--- src/rtl/cordic_rr_scheduler_pkg.sv ---
// Shared constants and types for the CORDIC round-robin scheduler.
// Phase format is 3.16 signed radians; tags carry up to 8 requester ids.
package cordic_rr_scheduler_pkg;

  localparam int unsigned AtanIntBits    = 3;
  localparam int unsigned AtanFracBits   = 16;
  localparam int unsigned AtanPhaseWidth = AtanIntBits + AtanFracBits;

  localparam int unsigned CordicStages = 8;
  localparam int unsigned MaxIdWidth   = 3;

  typedef struct packed {
    logic                  vld;
    logic [MaxIdWidth-1:0] id;
  } tag_t;

  // Core pipeline depth: input register, rotation stages, gain/output registers.
  function automatic int unsigned cordic_latency(input int unsigned stages);
    return stages + 3;
  endfunction

endpackage

--- src/rtl/cordic_rr_scheduler_if.sv ---
// Requester-side bus of the scheduler: packed operands in, shared results out.
interface cordic_rr_scheduler_if
  import cordic_rr_scheduler_pkg::*;
#(
  parameter int unsigned NUM_REQ     = 4,
  parameter int unsigned WIDTH       = 16,
  parameter int unsigned PHASE_WIDTH = AtanPhaseWidth
);

  logic [NUM_REQ-1:0]             req_valid;
  logic [NUM_REQ-1:0]             req_ready;
  logic [NUM_REQ*WIDTH-1:0]       req_x;
  logic [NUM_REQ*WIDTH-1:0]       req_y;
  logic [NUM_REQ*PHASE_WIDTH-1:0] req_phase;
  logic [NUM_REQ-1:0]             rsp_valid;
  logic [WIDTH-1:0]               rsp_x;
  logic [WIDTH-1:0]               rsp_y;
  logic [PHASE_WIDTH-1:0]         rsp_phase;

  modport master (
    output req_valid, req_x, req_y, req_phase,
    input  req_ready, rsp_valid, rsp_x, rsp_y, rsp_phase
  );

  modport slave (
    input  req_valid, req_x, req_y, req_phase,
    output req_ready, rsp_valid, rsp_x, rsp_y, rsp_phase
  );

endinterface

--- src/rtl/cordic_rr_scheduler_rr_arbiter.sv ---
// Round-robin arbiter: scan starts at the pointer, first valid request wins,
// pointer moves past the winner on advance and holds otherwise.
module rr_arbiter
  import cordic_rr_scheduler_pkg::*;
#(
  parameter int unsigned NUM_REQ = 4
) (
  input  logic                       in_clk,
  input  logic                       in_rst,
  input  logic [NUM_REQ-1:0]         req,
  input  logic                       advance,
  output logic [NUM_REQ-1:0]         grant,
  output logic [$clog2(NUM_REQ)-1:0] grant_id,
  output logic                       grant_valid
);

  localparam int unsigned IdWidth  = $clog2(NUM_REQ);
  localparam int unsigned SumWidth = IdWidth + 1;

  logic [IdWidth-1:0]  ptr_q, ptr_d;
  logic [SumWidth-1:0] sum;
  logic [IdWidth-1:0]  idx;

  always_comb begin
    grant       = '0;
    grant_id    = '0;
    grant_valid = 1'b0;
    sum         = '0;
    idx         = '0;
    for (int unsigned i = 0; i < NUM_REQ; i++) begin
      sum = {1'b0, ptr_q} + SumWidth'(i);
      if (sum >= SumWidth'(NUM_REQ)) begin
        sum = sum - SumWidth'(NUM_REQ);
      end
      idx = sum[IdWidth-1:0];
      if (!grant_valid && req[idx]) begin
        grant_valid = 1'b1;
        grant[idx]  = 1'b1;
        grant_id    = idx;
      end
    end
  end

  always_comb begin
    ptr_d = ptr_q;
    if (advance && grant_valid) begin
      ptr_d = (grant_id == IdWidth'(NUM_REQ - 1)) ? '0 : grant_id + IdWidth'(1);
    end
  end

  always_ff @(posedge in_clk or negedge in_rst) begin
    if (!in_rst) begin
      ptr_q <= '0;
    end else begin
      ptr_q <= ptr_d;
    end
  end

endmodule

--- src/rtl/cordic_rr_scheduler.sv ---
// Shares one fixed-latency CORDIC core among NUM_REQ requesters; tags each
// issued op with its requester id and routes the core result back to it.
module cordic_rr_scheduler
  import cordic_rr_scheduler_pkg::*;
#(
  parameter int unsigned NUM_REQ     = 4,
  parameter int unsigned WIDTH       = 16,
  parameter int unsigned PHASE_WIDTH = AtanPhaseWidth,
  parameter int unsigned LATENCY     = cordic_latency(CordicStages),
  parameter int unsigned ISSUE_SKEW  = 1
) (
  input  logic                            in_clk,
  input  logic                            in_rst,
  cordic_rr_scheduler_if.slave            bus,
  output logic                            cordic_enable,
  output logic [WIDTH-1:0]                cordic_x,
  output logic [WIDTH-1:0]                cordic_y,
  output logic [PHASE_WIDTH-1:0]          cordic_phase,
  input  logic                            cordic_valid,
  input  logic [WIDTH-1:0]                cordic_rx,
  input  logic [WIDTH-1:0]                cordic_ry,
  input  logic [PHASE_WIDTH-1:0]          cordic_rphase,
  output logic [$clog2(LATENCY+2)-1:0]    inflight,
  output logic                            err_sticky
);

  localparam int unsigned IdWidth  = $clog2(NUM_REQ);
  localparam int unsigned CntWidth = $clog2(LATENCY + 2);

  logic [NUM_REQ-1:0] grant;
  logic [IdWidth-1:0] grant_id;
  logic               accept;

  rr_arbiter #(
    .NUM_REQ (NUM_REQ)
  ) u_arbiter (
    .in_clk      (in_clk),
    .in_rst      (in_rst),
    .req         (bus.req_valid),
    .advance     (accept),
    .grant       (grant),
    .grant_id    (grant_id),
    .grant_valid (accept)
  );

  assign bus.req_ready = grant;

  logic [WIDTH-1:0]       sel_x, sel_y;
  logic [PHASE_WIDTH-1:0] sel_phase;

  always_comb begin
    sel_x     = bus.req_x[grant_id*WIDTH +: WIDTH];
    sel_y     = bus.req_y[grant_id*WIDTH +: WIDTH];
    sel_phase = bus.req_phase[grant_id*PHASE_WIDTH +: PHASE_WIDTH];
  end

  // Stage 0 captures at accept and holds; later stages only add skew.
  logic [WIDTH-1:0]       opx_q [ISSUE_SKEW+1];
  logic [WIDTH-1:0]       opy_q [ISSUE_SKEW+1];
  logic [PHASE_WIDTH-1:0] opp_q [ISSUE_SKEW+1];

  always_ff @(posedge in_clk or negedge in_rst) begin
    if (!in_rst) begin
      for (int i = 0; i <= int'(ISSUE_SKEW); i++) begin
        opx_q[i] <= '0;
        opy_q[i] <= '0;
        opp_q[i] <= '0;
      end
    end else begin
      if (accept) begin
        opx_q[0] <= sel_x;
        opy_q[0] <= sel_y;
        opp_q[0] <= sel_phase;
      end
      for (int i = 1; i <= int'(ISSUE_SKEW); i++) begin
        opx_q[i] <= opx_q[i-1];
        opy_q[i] <= opy_q[i-1];
        opp_q[i] <= opp_q[i-1];
      end
    end
  end

  assign cordic_x     = opx_q[ISSUE_SKEW];
  assign cordic_y     = opy_q[ISSUE_SKEW];
  assign cordic_phase = opp_q[ISSUE_SKEW];

  // issue_q is the enable-cycle tag; tag_q follows it so the tail lines up
  // with core out_valid LATENCY cycles after cordic_enable.
  tag_t issue_d, issue_q;
  tag_t tag_q [LATENCY];
  tag_t tail;

  always_comb begin
    issue_d     = '0;
    issue_d.vld = accept;
    issue_d.id  = MaxIdWidth'(grant_id);
  end

  always_ff @(posedge in_clk or negedge in_rst) begin
    if (!in_rst) begin
      issue_q <= '0;
      for (int i = 0; i < int'(LATENCY); i++) begin
        tag_q[i] <= '0;
      end
    end else begin
      issue_q  <= issue_d;
      tag_q[0] <= issue_q;
      for (int i = 1; i < int'(LATENCY); i++) begin
        tag_q[i] <= tag_q[i-1];
      end
    end
  end

  assign cordic_enable = issue_q.vld;
  assign tail          = tag_q[LATENCY-1];

  logic                   rsp_hit, mismatch;
  logic [NUM_REQ-1:0]     rsp_valid_d, rsp_valid_q;
  logic [WIDTH-1:0]       rsp_x_q, rsp_y_q;
  logic [PHASE_WIDTH-1:0] rsp_phase_q;
  logic [CntWidth-1:0]    inflight_d, inflight_q;
  logic                   err_q;

  always_comb begin
    rsp_hit     = tail.vld & cordic_valid;
    mismatch    = tail.vld ^ cordic_valid;
    rsp_valid_d = rsp_hit ? (NUM_REQ'(1) << tail.id) : '0;
  end

  always_comb begin
    inflight_d = inflight_q;
    case ({accept, tail.vld})
      2'b10:   inflight_d = inflight_q + CntWidth'(1);
      2'b01:   inflight_d = inflight_q - CntWidth'(1);
      default: inflight_d = inflight_q;
    endcase
  end

  always_ff @(posedge in_clk or negedge in_rst) begin
    if (!in_rst) begin
      rsp_valid_q <= '0;
      rsp_x_q     <= '0;
      rsp_y_q     <= '0;
      rsp_phase_q <= '0;
      inflight_q  <= '0;
      err_q       <= 1'b0;
    end else begin
      rsp_valid_q <= rsp_valid_d;
      if (rsp_hit) begin
        rsp_x_q     <= cordic_rx;
        rsp_y_q     <= cordic_ry;
        rsp_phase_q <= cordic_rphase;
      end
      inflight_q <= inflight_d;
      err_q      <= err_q | mismatch;
    end
  end

  assign bus.rsp_valid = rsp_valid_q;
  assign bus.rsp_x     = rsp_x_q;
  assign bus.rsp_y     = rsp_y_q;
  assign bus.rsp_phase = rsp_phase_q;
  assign inflight      = inflight_q;
  assign err_sticky    = err_q;

endmodule

--- src/flat_wrapper.sv ---
// flat-port wrapper written by rule: the top's interface ports become plain ports
module cordic_rr_scheduler_flat import cordic_rr_scheduler_pkg::*;
#(
  parameter int unsigned NUM_REQ     = 4,
  parameter int unsigned WIDTH       = 16,
  parameter int unsigned PHASE_WIDTH = AtanPhaseWidth,
  parameter int unsigned LATENCY     = cordic_latency(CordicStages),
  parameter int unsigned ISSUE_SKEW  = 1
)
  (in_clk, in_rst, cordic_enable, cordic_x, cordic_y, cordic_phase, cordic_valid, cordic_rx, cordic_ry, cordic_rphase, inflight, err_sticky, bus_req_valid, bus_req_x, bus_req_y, bus_req_phase, bus_req_ready, bus_rsp_valid, bus_rsp_x, bus_rsp_y, bus_rsp_phase);
  cordic_rr_scheduler_if #(.NUM_REQ(NUM_REQ), .WIDTH(WIDTH), .PHASE_WIDTH(PHASE_WIDTH)) bus_i ();
  input  logic in_clk;
  input  logic in_rst;
  output logic cordic_enable;
  output logic [WIDTH-1:0] cordic_x;
  output logic [WIDTH-1:0] cordic_y;
  output logic [PHASE_WIDTH-1:0] cordic_phase;
  input  logic cordic_valid;
  input  logic [WIDTH-1:0] cordic_rx;
  input  logic [WIDTH-1:0] cordic_ry;
  input  logic [PHASE_WIDTH-1:0] cordic_rphase;
  output logic [$clog2(LATENCY+2)-1:0] inflight;
  output logic err_sticky;
  input wire logic [$bits(bus_i.req_valid)-1:0] bus_req_valid;
  input wire logic [$bits(bus_i.req_x)-1:0] bus_req_x;
  input wire logic [$bits(bus_i.req_y)-1:0] bus_req_y;
  input wire logic [$bits(bus_i.req_phase)-1:0] bus_req_phase;
  output wire logic [$bits(bus_i.req_ready)-1:0] bus_req_ready;
  output wire logic [$bits(bus_i.rsp_valid)-1:0] bus_rsp_valid;
  output wire logic [$bits(bus_i.rsp_x)-1:0] bus_rsp_x;
  output wire logic [$bits(bus_i.rsp_y)-1:0] bus_rsp_y;
  output wire logic [$bits(bus_i.rsp_phase)-1:0] bus_rsp_phase;
  assign bus_i.req_valid = bus_req_valid;
  assign bus_i.req_x = bus_req_x;
  assign bus_i.req_y = bus_req_y;
  assign bus_i.req_phase = bus_req_phase;
  assign bus_req_ready = bus_i.req_ready;
  assign bus_rsp_valid = bus_i.rsp_valid;
  assign bus_rsp_x = bus_i.rsp_x;
  assign bus_rsp_y = bus_i.rsp_y;
  assign bus_rsp_phase = bus_i.rsp_phase;
  cordic_rr_scheduler #(.NUM_REQ(NUM_REQ), .WIDTH(WIDTH), .PHASE_WIDTH(PHASE_WIDTH), .LATENCY(LATENCY), .ISSUE_SKEW(ISSUE_SKEW)) u_core (.in_clk(in_clk), .in_rst(in_rst), .bus(bus_i), .cordic_enable(cordic_enable), .cordic_x(cordic_x), .cordic_y(cordic_y), .cordic_phase(cordic_phase), .cordic_valid(cordic_valid), .cordic_rx(cordic_rx), .cordic_ry(cordic_ry), .cordic_rphase(cordic_rphase), .inflight(inflight), .err_sticky(err_sticky));
endmodule
--- config.mk ---
export PLATFORM = sky130hd
export DESIGN_NAME = cordic_rr_scheduler_flat
export DESIGN_NICKNAME = d
export VERILOG_FILES = /design/src/rtl/cordic_rr_scheduler_pkg.sv /design/src/rtl/cordic_rr_scheduler_if.sv /design/src/rtl/cordic_rr_scheduler_rr_arbiter.sv /design/src/rtl/cordic_rr_scheduler.sv /design/src/flat_wrapper.sv
export SDC_FILE = /design/constraint.sdc
export NUM_CORES = 1
export LEC_CHECK = 0
export CAP_MARGIN = 5
export CORE_AREA = 2 2 146 148
export DETAILED_ROUTE_END_ITERATION = 7
export DIE_AREA = 0 0 148 150
export PLACE_DENSITY = 0.78
export SLEW_MARGIN = 20
export SYNTH_ARGS = -nofsm -noshare
export SYNTH_HDL_FRONTEND = slang
export SYNTH_HIERARCHICAL = 1
export SYNTH_SLANG_ARGS = --single-unit
--- constraint.sdc ---
create_clock -name in_clk -period 10.5 [get_ports in_clk]
set_input_delay 1.05 -clock in_clk [delete_from_list [all_inputs] [get_ports in_clk]]
set_output_delay 1.05 -clock in_clk [all_outputs]
set_load 0.02 [all_outputs]
# Yosys cells after proc, flatten, opt, wreduce, memory -nomap -nowiden
# Cells that the tools add are included.
# Widths: inputs -> output; s select.
[classes]
n_reduce_logical = 11
shifts = 4
multipliers = 1
eq_ne = 3
n_bitwise = 6
add_sub_neg = 10
muxes = 35
n_lt_le_gt_ge = 12
[ops]
columns = ["operator", "n"]
rows = [
  ["$shiftx 64x7->16", 2],
  ["$shiftx 76x8->19", 1],
  ["$mux 4", 5],
  ["$mux 2", 9],
  ["$lt 2x3->1 const B", 4],
  ["$mux 1", 12],
  ["$or 4x4->4", 3],
  ["$ge 3x3->1 const B", 3],
  ["$bmux 1 s2", 4],
  ["$demux 1 s2", 4],
  ["$ge 2x1->1 const B", 4],
  ["$pmux 4 s2", 1],
  ["$sub 2x1->2 const B", 4],
  ["$logic_and 1x1->1", 7],
  ["$mul 2x5->7 const B", 1],
  ["$add 2x2->3 const B", 2],
  ["$add 4x1->4 const B", 1],
  ["$eq 2x2->1 const B", 2],
  ["$shl 1x2->4 const A", 1],
  ["$sub 4x1->4 const B", 1],
  ["$add 2x1->3 const B", 1],
  ["$ge 2x3->1 const B", 1],
  ["$logic_not 1->1", 3],
  ["$add 2x1->2 const B", 1],
  ["5 further kinds", 5],
]
[word_totals]
inputBits = 262
elab_cells = 119
out_inout_bits = 116
register_bits = 200

# Longest topological paths before layout
# Gate-level depths: netlist of run 1.
[depth]
word_depth = 16
depth_mapped = 16
ltp_nobuf = 13

# Modules after synthesis
# Netlist of run 1, hierarchy kept.
[modules_own_cells]
columns = ["mod", "seq_area_each_um2", "n_inst", "area_each_um2", "cells_per_inst"]
rows = [
  ["cordic_rr_scheduler", 4954.8, 1, 8222.9, 452],
  ["rr_arbiter", 50.0, 1, 550.5, 56],
]

# Least setup slack after synthesis of run 1
# No wires, ideal clock.
[synth_timing]
kind = "input -> register"
from = "in bus_req_valid[2]"
to = "reg u_core.inflight_q[2], in the netlist u_core/inflight[2]"
t_required_ns = 10.367
slack_ns = 6.620
path_buffers = 2
path_stages = 13
t_arrival_ns = 3.748
cell_sequence = "mux4_2 > or3_1 > nand2b_1 > clkbuf_1 > buf_2 > inv_1 > ha_1 > xor2_1 > ha_1 > a21oi_1 > xor2_1 > nor2_1 > xor2_1"
[synth_via]
elab_chain_cells = 14
elab_cells_between_ends = 22
cone_classes = "2 x eq/ne; 13 x mux; 7 x reduce/logical"
[synth_rtl]
columns = ["item", "line_no", "text"]
rows = [
  ["start, declared", "flat_wrapper.sv:24", "input wire logic [$bits(bus_i.req_valid)-1:0] bus_req_valid;"],
  ["$bmux 1 s2", "cordic_rr_scheduler_rr_arbiter.sv:36", "if (!grant_valid && req[idx]) begin"],
  ["$mux 1 (implied by the code)", "cordic_rr_scheduler_rr_arbiter.sv:36", ""],
  ["$mux 1", "cordic_rr_scheduler_rr_arbiter.sv:36", ""],
  ["$logic_not 1->1", "cordic_rr_scheduler_rr_arbiter.sv:36", ""],
  ["$logic_and 1x1->1", "cordic_rr_scheduler_rr_arbiter.sv:36", ""],
  ["$mux 1", "cordic_rr_scheduler_rr_arbiter.sv:36", ""],
  ["$logic_not 1->1", "cordic_rr_scheduler_rr_arbiter.sv:36", ""],
  ["$logic_and 1x1->1", "cordic_rr_scheduler_rr_arbiter.sv:36", ""],
  ["$mux 1", "cordic_rr_scheduler_rr_arbiter.sv:36", ""],
  ["$logic_not 1->1", "cordic_rr_scheduler_rr_arbiter.sv:36", ""],
  ["$logic_and 1x1->1", "cordic_rr_scheduler_rr_arbiter.sv:36", ""],
  ["$mux 1 (*)", "cordic_rr_scheduler_rr_arbiter.sv:36", ""],
  ["named net u_core.accept", "cordic_rr_scheduler.sv:32", "logic accept;"],
  ["$eq 2x1->1 or $eq 2x2->1 (tied branches)", "cordic_rr_scheduler.sv:132", "case ({accept, tail.vld})"],
  ["$pmux 4 s2 or $reduce_bool 2->1 (tied branches)", "n/a", ""],
  ["end signal, assigned", "cordic_rr_scheduler.sv:154", "inflight_q <= inflight_d;"],
  ["end, declared", "cordic_rr_scheduler.sv:121", "logic [CntWidth-1:0] inflight_d, inflight_q;"],
]
# The timed path passes the listed nets; every way through them passes the cells marked *. The select of a mux whose other input is x is not followed.
# A chain may end at the register's enable or synchronous reset.

==> metrics.md, run 1 <==
| Metric | Value |
|---|---|
| Status | completed |
| Total of hold buffers inserted after clock tree synthesis | 0 |
| Floorplan core area | 0.0207 mm2 |
| Least-Margin Pin Slew | approximately 1.1 ns |
| Wire length per cell | 18.6 um |
| Synth Cell Area | 0.00877 mm2 |
| Max stage delay on crit path | between 0.7 and 0.8 ns |
| Total negative setup slack | 0 ns |
| Commonest non-fill, non-tap cell in the layout | sky130_fd_sc_hd__clkdlybuf4s50_1 |
| Worst-path cell with the longest stage delay | sky130_fd_sc_hd__dfrtp_1 |
| X dimension of the die | approximately 150 um |
| Synthesized area per cell | roughly 17 um2 |
| CP cell instances | inv_1, ha_1, mux4_2, or3_1, nor2_1, a221o_1, clkdlybuf4s50_1 |
| Worst Path Max Fanout | 14 |
| Post-detailed-route count of antenna-violating nets | 0 |
| Fmax | slightly above 200 MHz |
| Post-detail-place hpwl | roughly 16000 um |
| Leading register cell type out of synthesis | sky130_fd_sc_hd__dfrtp_1 |
| Count of fill cells added during filler insertion | 1575 |
| Setup Crit Path Kind | reg2out |
| Share of synthesized area occupied by flip-flops and latches | 0.570 |
| EDFF count, synth | 0 |
| Via count | between 5000 and 6000 |
| Mapped Nets | between 700 and 800 |
| Overall routing resource usage | 0.188 |
| Number of max-slew violations in the final report | 0 |
| Via count of the first global-routing pass | roughly 5800 |
| Post-cts gate resize count | 0 |
| Quantity of I/O buffers inserted on ports | between 300 and 400 |
| CP startpoint kind | flip-flop |
| Die height | about 150 um |
| Hold Crit Depth | 0 |
| Number of buffers created by CTS | 17 |
| Leak pwr | about 5.4 nW |
| Initial core utilization | 0.424 |
| Share of final-layout standard cells stronger than drive strength 1 | 0.244 |
| Via density per instance | between 4 and 5 |
| Placement row count | between 50 and 60 |
| Synth Register Bits | 200 |
| Path class of the lowest-slack min-delay path | reg2reg |
| Final Cycle Share | 0.467 |
| Arrival time worst endpoint | slightly below 4 ns |
| WP data required | 9.45 ns |
| Clock Sink Count | 200 |
| H-Tree Depth | 4 |
| Distinct cell type count of the synthesized netlist | between 40 and 50 |
| Total count of hold-check failures in the final report | 0 |
| TritonCTS clock tree | done |
| Synthesized instance count | a little over 500 |
| CTS clock-pin slew for the worst setup and hold paths | 0.08 ns |
| Final setup viols | 0 |
| Synth Warn # | 6 |
| Overall die area | roughly 0.022 mm2 |
| First-pass GRT wire length | around 32000 um |
| Ant diodes | 0 |
| Setup bufs post-CTS | 0 |
| Drt total wl | approximately 21000 um |
| Iteration-0 DRC Markers | roughly 190 |
| Most frequent cells in the layout | 376 x sky130_fd_sc_hd__clkdlybuf4s50_1, 200 x sky130_fd_sc_hd__dfrtp_1, 55 x sky130_fd_sc_hd__mux2_2, 54 x sky130_fd_sc_hd__mux4_2, 50 x sky130_fd_sc_hd__mux2_4 |
| Max Buffers Root-to-Sink | 2 |
| Maximum number of pins on one net before global-route repair | slightly below 80 |
| Async SR Flop Fraction | 1.00 |
| Number of detailed-routing iterations run before antenna repair | 4 |
| Min Tclk post-route | 4.90 ns |
| Power Density | 303 mW/mm2 |
| Max-capacitance violation count | 0 |
| Final layout net count | around 1100 |
| Relative slew slack | 0.267 |
| I/O pin total | 378 |
| Endpoint class of the critical path | output port |
| Max rail drop VDD | roughly 330 uV |
| Remaining Overflow, GRT | 0 |
| Power after layout | a little under 0.004 W |
| Latest clock arrival within the worst-skew pair | 0.42 ns |
| Global placer's final weighted congestion | 0.788 |
| Unrepaired setup endpoints after global routing | false |
| Cells on worst reg2reg path | 9 |
| Drt drc | 0 |
| Number of antenna violations at the first check in global routing | 0 |
| Cell at the root of the clock tree | sky130_fd_sc_hd__clkbuf_16 |
| Area delta synth->final | 47.5% |
| Final setup skew | about 0.012 ns |
-- registers in the layout (all words and copies together) (netlist names), named ones only --
| name | cells |
|---|---|
| u_core/bus.rsp_phase | 19 |
| u_core/bus.rsp_valid | 4 |
| u_core/bus.rsp_x | 16 |
| u_core/bus.rsp_y | 16 |
| u_core/cordic_enable | 1 |
| u_core/cordic_phase | 19 |
| u_core/cordic_x | 16 |
| u_core/cordic_y | 16 |
| u_core/err_sticky | 1 |
| u_core/inflight | 4 |
| u_core/issue_q | 2 |
| u_core/opp_q | 19 |
| u_core/opx_q | 16 |
| u_core/opy_q | 16 |
| u_core/tag_q | 33 |
| u_core/u_arbiter/ptr_q | 1 |
-- worst max-delay path: cells and delay by family (launching register included) --
family	cells	cell delay [ns]
flops	1	0.71
compound gates	1	0.21
simple gates	2	0.72
fa+ha+maj	1	0.49
mux	1	0.46
buf+inv	2	0.85
-- worst paths after layout --
kind	start	to	slack [ns]
setup / recovery	flip-flop	bus_req_ready[3]	5.60
hold / removal	u_core/tag_q[21]$_DFF_PN0_	u_core/tag_q[17]$_DFF_PN0_	0.35
setup reg to reg	flip-flop	u_core/opy_q[28]$_DFFE_PN0P_	6.06
hold reg to reg	u_core/tag_q[21]$_DFF_PN0_	u_core/tag_q[17]$_DFF_PN0_	0.35
max in group asynchronous	in_rst	u_core/cordic_y[14]$_DFF_PN0_	7.81
min in group asynchronous	in_rst	u_core/opp_q[20]$_DFFE_PN0P_	0.55
-- cell families after synthesis --
group / count (synthesis) / synth area share
DFF: 200 / 0.570
adders and majority gates: 10 / 0.0143
AOI/OAI and AO/OA: 21 / 0.0193
muxes: 163 / 0.301
xor gates and xnor gates: 6 / 0.00599
and+or+nand+nor: 28 / 0.0195
buffers and inverters: 80 / 0.0693
-- area by class of cell --
cell class | count | area (um2) | share of cell area
Multi-Input combinational cell | 228 | 3190 | 0.246
Clock inverter | 15 | 155 | 0.0120
Sequential cell | 200 | 5000 | 0.387
Timing Repair Buffer | 382 | 3810 | 0.295
Inverter | 3 | 11.3 | 0.000870
Clock buffer | 17 | 425 | 0.0329
Tap cell | 275 | 344 | 0.0266
-- layer usage --
layer / routed length [um] / GRT usage / part of all wire / vias to the layer above
li1: - / - / - / 2459
met1: 8070 / 0.229 / 0.39 / 2698
met2: 10700 / 0.318 / 0.51 / 237
met3: 1690 / 0.0616 / 0.081 / 28
met4: 395 / 0.0595 / 0.019 / 0
met5: 0 / 0 / 0 / -
-- where the power goes --
part	internal (W)	switching (W)
logic	0.00117	0.000847
registers	0.00112	0.000158
clock network	0.000318	0.000309
total	0.00260	0.00131
-- synthesized netlist by cell type (3+ instances only) --
library cell              instances  area (um2)
sky130_fd_sc_hd__a22oi_1          4        30.0
sky130_fd_sc_hd__a221o_1          4        40.0
sky130_fd_sc_hd__buf_4           51         383
sky130_fd_sc_hd__ha_1            10         125
sky130_fd_sc_hd__nor2_1           7        26.3
sky130_fd_sc_hd__xor2_1           4        35.0
sky130_fd_sc_hd__nand2_1          4        15.0
sky130_fd_sc_hd__dfrtp_1        200        5000
sky130_fd_sc_hd__or3_1            3        18.8
sky130_fd_sc_hd__mux2_4          50         751
sky130_fd_sc_hd__mux2_2          55         619
sky130_fd_sc_hd__a21oi_1          3        15.0
sky130_fd_sc_hd__buf_12           5         100
sky130_fd_sc_hd__inv_1            3        11.3
sky130_fd_sc_hd__mux2i_1          3        30.0
sky130_fd_sc_hd__buf_2           16        80.1
sky130_fd_sc_hd__mux4_2          54        1220
-- stage by stage --
step	util	std cells	cell area, um2	setup WS (ns)	hold WS, ns
6_report	0.626	1120	12900	5.60	0.347
5_1_grt	0.626	1120	12900	5.34	0.355
4_1_cts	0.625	1120	12900	5.56	0.348
3_5_place_dp	0.597	1088	12400	5.72	0.335
3_3_place_gp	0.597	1088	12400	5.78	0.331
2_1_floorplan	-	508	8770	6.62	0.331
No activity file was read; power rests on OpenSTA's default activity.
==> run 2: changes to the inputs <==
Settings changed: CORE_AREA 2 2 146 148 to 2 2 140 170, DIE_AREA 0 0 148 150 to 0 0 142 172, PLACE_DENSITY 0.78 to 0.74.
Clock period 10.5 ns to 4 ns, I/O delays scaled along.
==> run 2 against run 1 <==
Compared with the run above: the run now ends with hold timing left; largest power group unchanged; wire length is 1.3% higher; highest routed layer is now met5; register-to-register slack worse by 5.4 ns; utilization is 5.4 points lower; via count is 0.20% higher; critical path type unchanged.
==> metrics.md, run 2 (same netlist as run 1, synthesis figures left out) <==
| Metric | Value |
|---|---|
| Status | finished with violations (was completed) |
| Violated checks | hold timing |
| Most frequent cells in the layout | 376 x sky130_fd_sc_hd__clkdlybuf4s50_1, 200 x sky130_fd_sc_hd__dfrtp_1, 55 x sky130_fd_sc_hd__mux2_2, 54 x sky130_fd_sc_hd__mux4_2, 50 x sky130_fd_sc_hd__mux2_4 (unchanged) |
| Number of detailed-routing iterations run before antenna repair | 4 (unchanged) |
| Reg with most FFs | u_core/tag_q (unchanged) |
| X dimension of the die | 142 um (was 148 um) |
| Worst hold slack across all endpoints | -0.00949 ns (was 0.347 ns) |
| Latest clock arrival within the worst-skew pair | 0.43 ns (was 0.42 ns) |
| Max rail drop VDD | 683 uV (was 330 uV) |
| Cell at the root of the clock tree | sky130_fd_sc_hd__clkbuf_16 (unchanged) |
| I/O pin total | 378 (unchanged) |
| Commonest non-fill, non-tap cell in the layout | sky130_fd_sc_hd__clkdlybuf4s50_1 (unchanged) |
| Die height | 172 um (was 150 um) |
| Setup bufs post-CTS | 0 (unchanged) |
| Fmax | 269 MHz |
| Number of max-slew violations in the final report | 0 (unchanged) |
| Clock Sink Count | 200 (unchanged) |
| Endpoint class of the critical path | output port (unchanged) |
| Share of final-layout standard cells stronger than drive strength 1 | 0.249 (was 0.244) |
| Number of buffers created by CTS | 17 (unchanged) |
| Path class of the lowest-slack min-delay path | in2async (was reg2reg) |
| Arrival time worst endpoint | 3.32 ns (was 3.85 ns) |
| CTS clock-pin slew for the worst setup and hold paths | 0.08 ns (about the same) |
| Total count of hold-check failures in the final report | 11 (was 0) |
| Power after layout | 0.0104 W (was 0.00392 W) |
| TritonCTS clock tree | done (unchanged) |
| Final Cycle Share | 0.930 |
| Initial core utilization | 0.384 (was 0.424) |
| Max-capacitance violation count | 0 (unchanged) |
| Via count | 5433 (was 5422) |
| Via count of the first global-routing pass | 5743 (was 5782) |
| Flip-flop count of the largest register after layout | 33 (unchanged) |
| Quantity of I/O buffers inserted on ports | 377 (unchanged) |
| Total of hold buffers inserted after clock tree synthesis | 0 (unchanged) |
| Via density per instance | 4.79 (was 4.84) |
| Overall die area | 0.0244 mm2 (was 0.0222 mm2) |
| Count of fill cells added during filler insertion | 1843 (was 1575) |
| Overall routing resource usage | 0.173 (was 0.188) |
| Drt drc | 0 (unchanged) |
| Floorplan core area | 0.0228 mm2 (was 0.0207 mm2) |
| WP data required | 3.60 ns (was 9.45 ns) |
| Met2 usage in global routing | 0.294 (was 0.318) |
| Total negative setup slack | 0 ns (unchanged) |
| Iteration-0 DRC Markers | 202 (was 187) |
| Wire length per cell | 18.6 um (about the same) |
| Final layout net count | 1110 (was 1104) |
| Maximum number of pins on one net before global-route repair | 89 (was 77) |
| Least-Margin Pin Slew | 0.831 ns (was 1.10 ns) |
| Global-route met1 utilization | 0.207 (was 0.229) |
| Final setup viols | 0 (unchanged) |
| Number of antenna violations at the first check in global routing | 1 (was 0) |
| Min Tclk post-route | between 3 and 4 ns |
| H-Tree Depth | 4 (unchanged) |
| Remaining Overflow, GRT | 0 (unchanged) |
| Ant diodes | 0 (unchanged) |
| Final setup skew | 0.0114 ns (was 0.0117 ns) |
| Leak pwr | 5.44 nW (was 5.40 nW) |
| Max Buffers Root-to-Sink | 2 (unchanged) |
| Post-detail-place hpwl | 16000 um (was 15700 um) |
| Global placer's final weighted congestion | 0.821 (was 0.788) |
| Drt total wl | 21100 um (was 20800 um) |
| Layout Utilization | 0.572 (was 0.626) |
| Placement row count | 61 (was 53) |
| Post-cts gate resize count | 0 (unchanged) |
| Area delta synth->final | 48.7% (was 47.5%) |
| Relative slew slack | 0.446 (was 0.267) |
| CP startpoint kind | flip-flop (unchanged) |
| Setup Crit Path Kind | reg2out (unchanged) |
| Met3 layer usage reported by global route | 0.0593 (was 0.0616) |
| Most heavily used metal layer in global routing | met2 (unchanged) |
| First-pass GRT wire length | 32000 um (was 31800 um) |
| Post-detailed-route count of antenna-violating nets | 0 (unchanged) |
| Worst Path Max Fanout | 8 (was 14) |
| Power Density | 800 mW/mm2 (was 303 mW/mm2) |
| Unrepaired setup endpoints after global routing | false (unchanged) |
-- run 2: report_power, final --
group | internal, W | leakage [nW] | switching [W]
logic | 0.00315 | 2.84 | 0.00228
clock network | 0.000849 | 0.286 | 0.000853
registers | 0.00293 | 2.32 | 0.000374
total | 0.00692 | 5.44 | 0.00351
-- run 2: worst max-delay path, cell delays in order (launching register included) --
cell	delay (ns)
sky130_fd_sc_hd__dfrtp_1	0.35
sky130_fd_sc_hd__inv_1	0.11
sky130_fd_sc_hd__ha_1	0.44
sky130_fd_sc_hd__mux4_2	0.46
sky130_fd_sc_hd__or3_1	0.46
sky130_fd_sc_hd__nor2_1	0.27
sky130_fd_sc_hd__a221o_1	0.21
sky130_fd_sc_hd__clkdlybuf4s50_1	0.61
-- run 2: path summary, 6_finish.rpt --
kind	to	slack, ns	depth (start not counted)
min	u_core/cordic_x[9]$_DFF_PN0_	-0.009	1
max reg2reg	u_core/opy_q[30]$_DFFE_PN0P_	0.70	9
min in group in_clk	u_core/tag_q[1]$_DFF_PN0_	0.35	0
max in group asynchronous	u_core/opx_q[26]$_DFFE_PN0P_	3.12	2
max	bus_req_ready[1]	0.28	7
min reg2reg	u_core/tag_q[1]$_DFF_PN0_	0.35	0
-- run 2: per-stage QoR --
stage          setup WS (ns)  cells  cell area, um2  hold slack, ns
2_1_floorplan          0.237    508            8770           0.104
6_report               0.279   1134           13000        -0.00949
3_5_place_dp           0.470   1102           12400           0.335
3_3_place_gp           0.557   1102           12400           0.332
4_1_cts                0.291   1134           13000         0.00344
5_1_grt                0.146   1134           13000          0.0200
-- run 2: per-layer routing --
| metal | wire [um] | share of wire |
|---|---|---|
| met4 | 422 | 0.020 |
| met3 | 1890 | 0.090 |
| met5 | 20 | 0.00095 |
| met1 | 8170 | 0.39 |
| met2 | 10600 | 0.50 |
-- run 2: cell type report --
type / count / area [um2] / share of cell area
tap: 283 / 354 / 0.0271
timing repair buffer: 388 / 3900 / 0.299
multi-input combinational: 228 / 3180 / 0.244
clock buffer: 17 / 425 / 0.0326
clock inverter: 15 / 176 / 0.0135
sequential: 200 / 5000 / 0.384
inverter: 3 / 11.3 / 0.000863
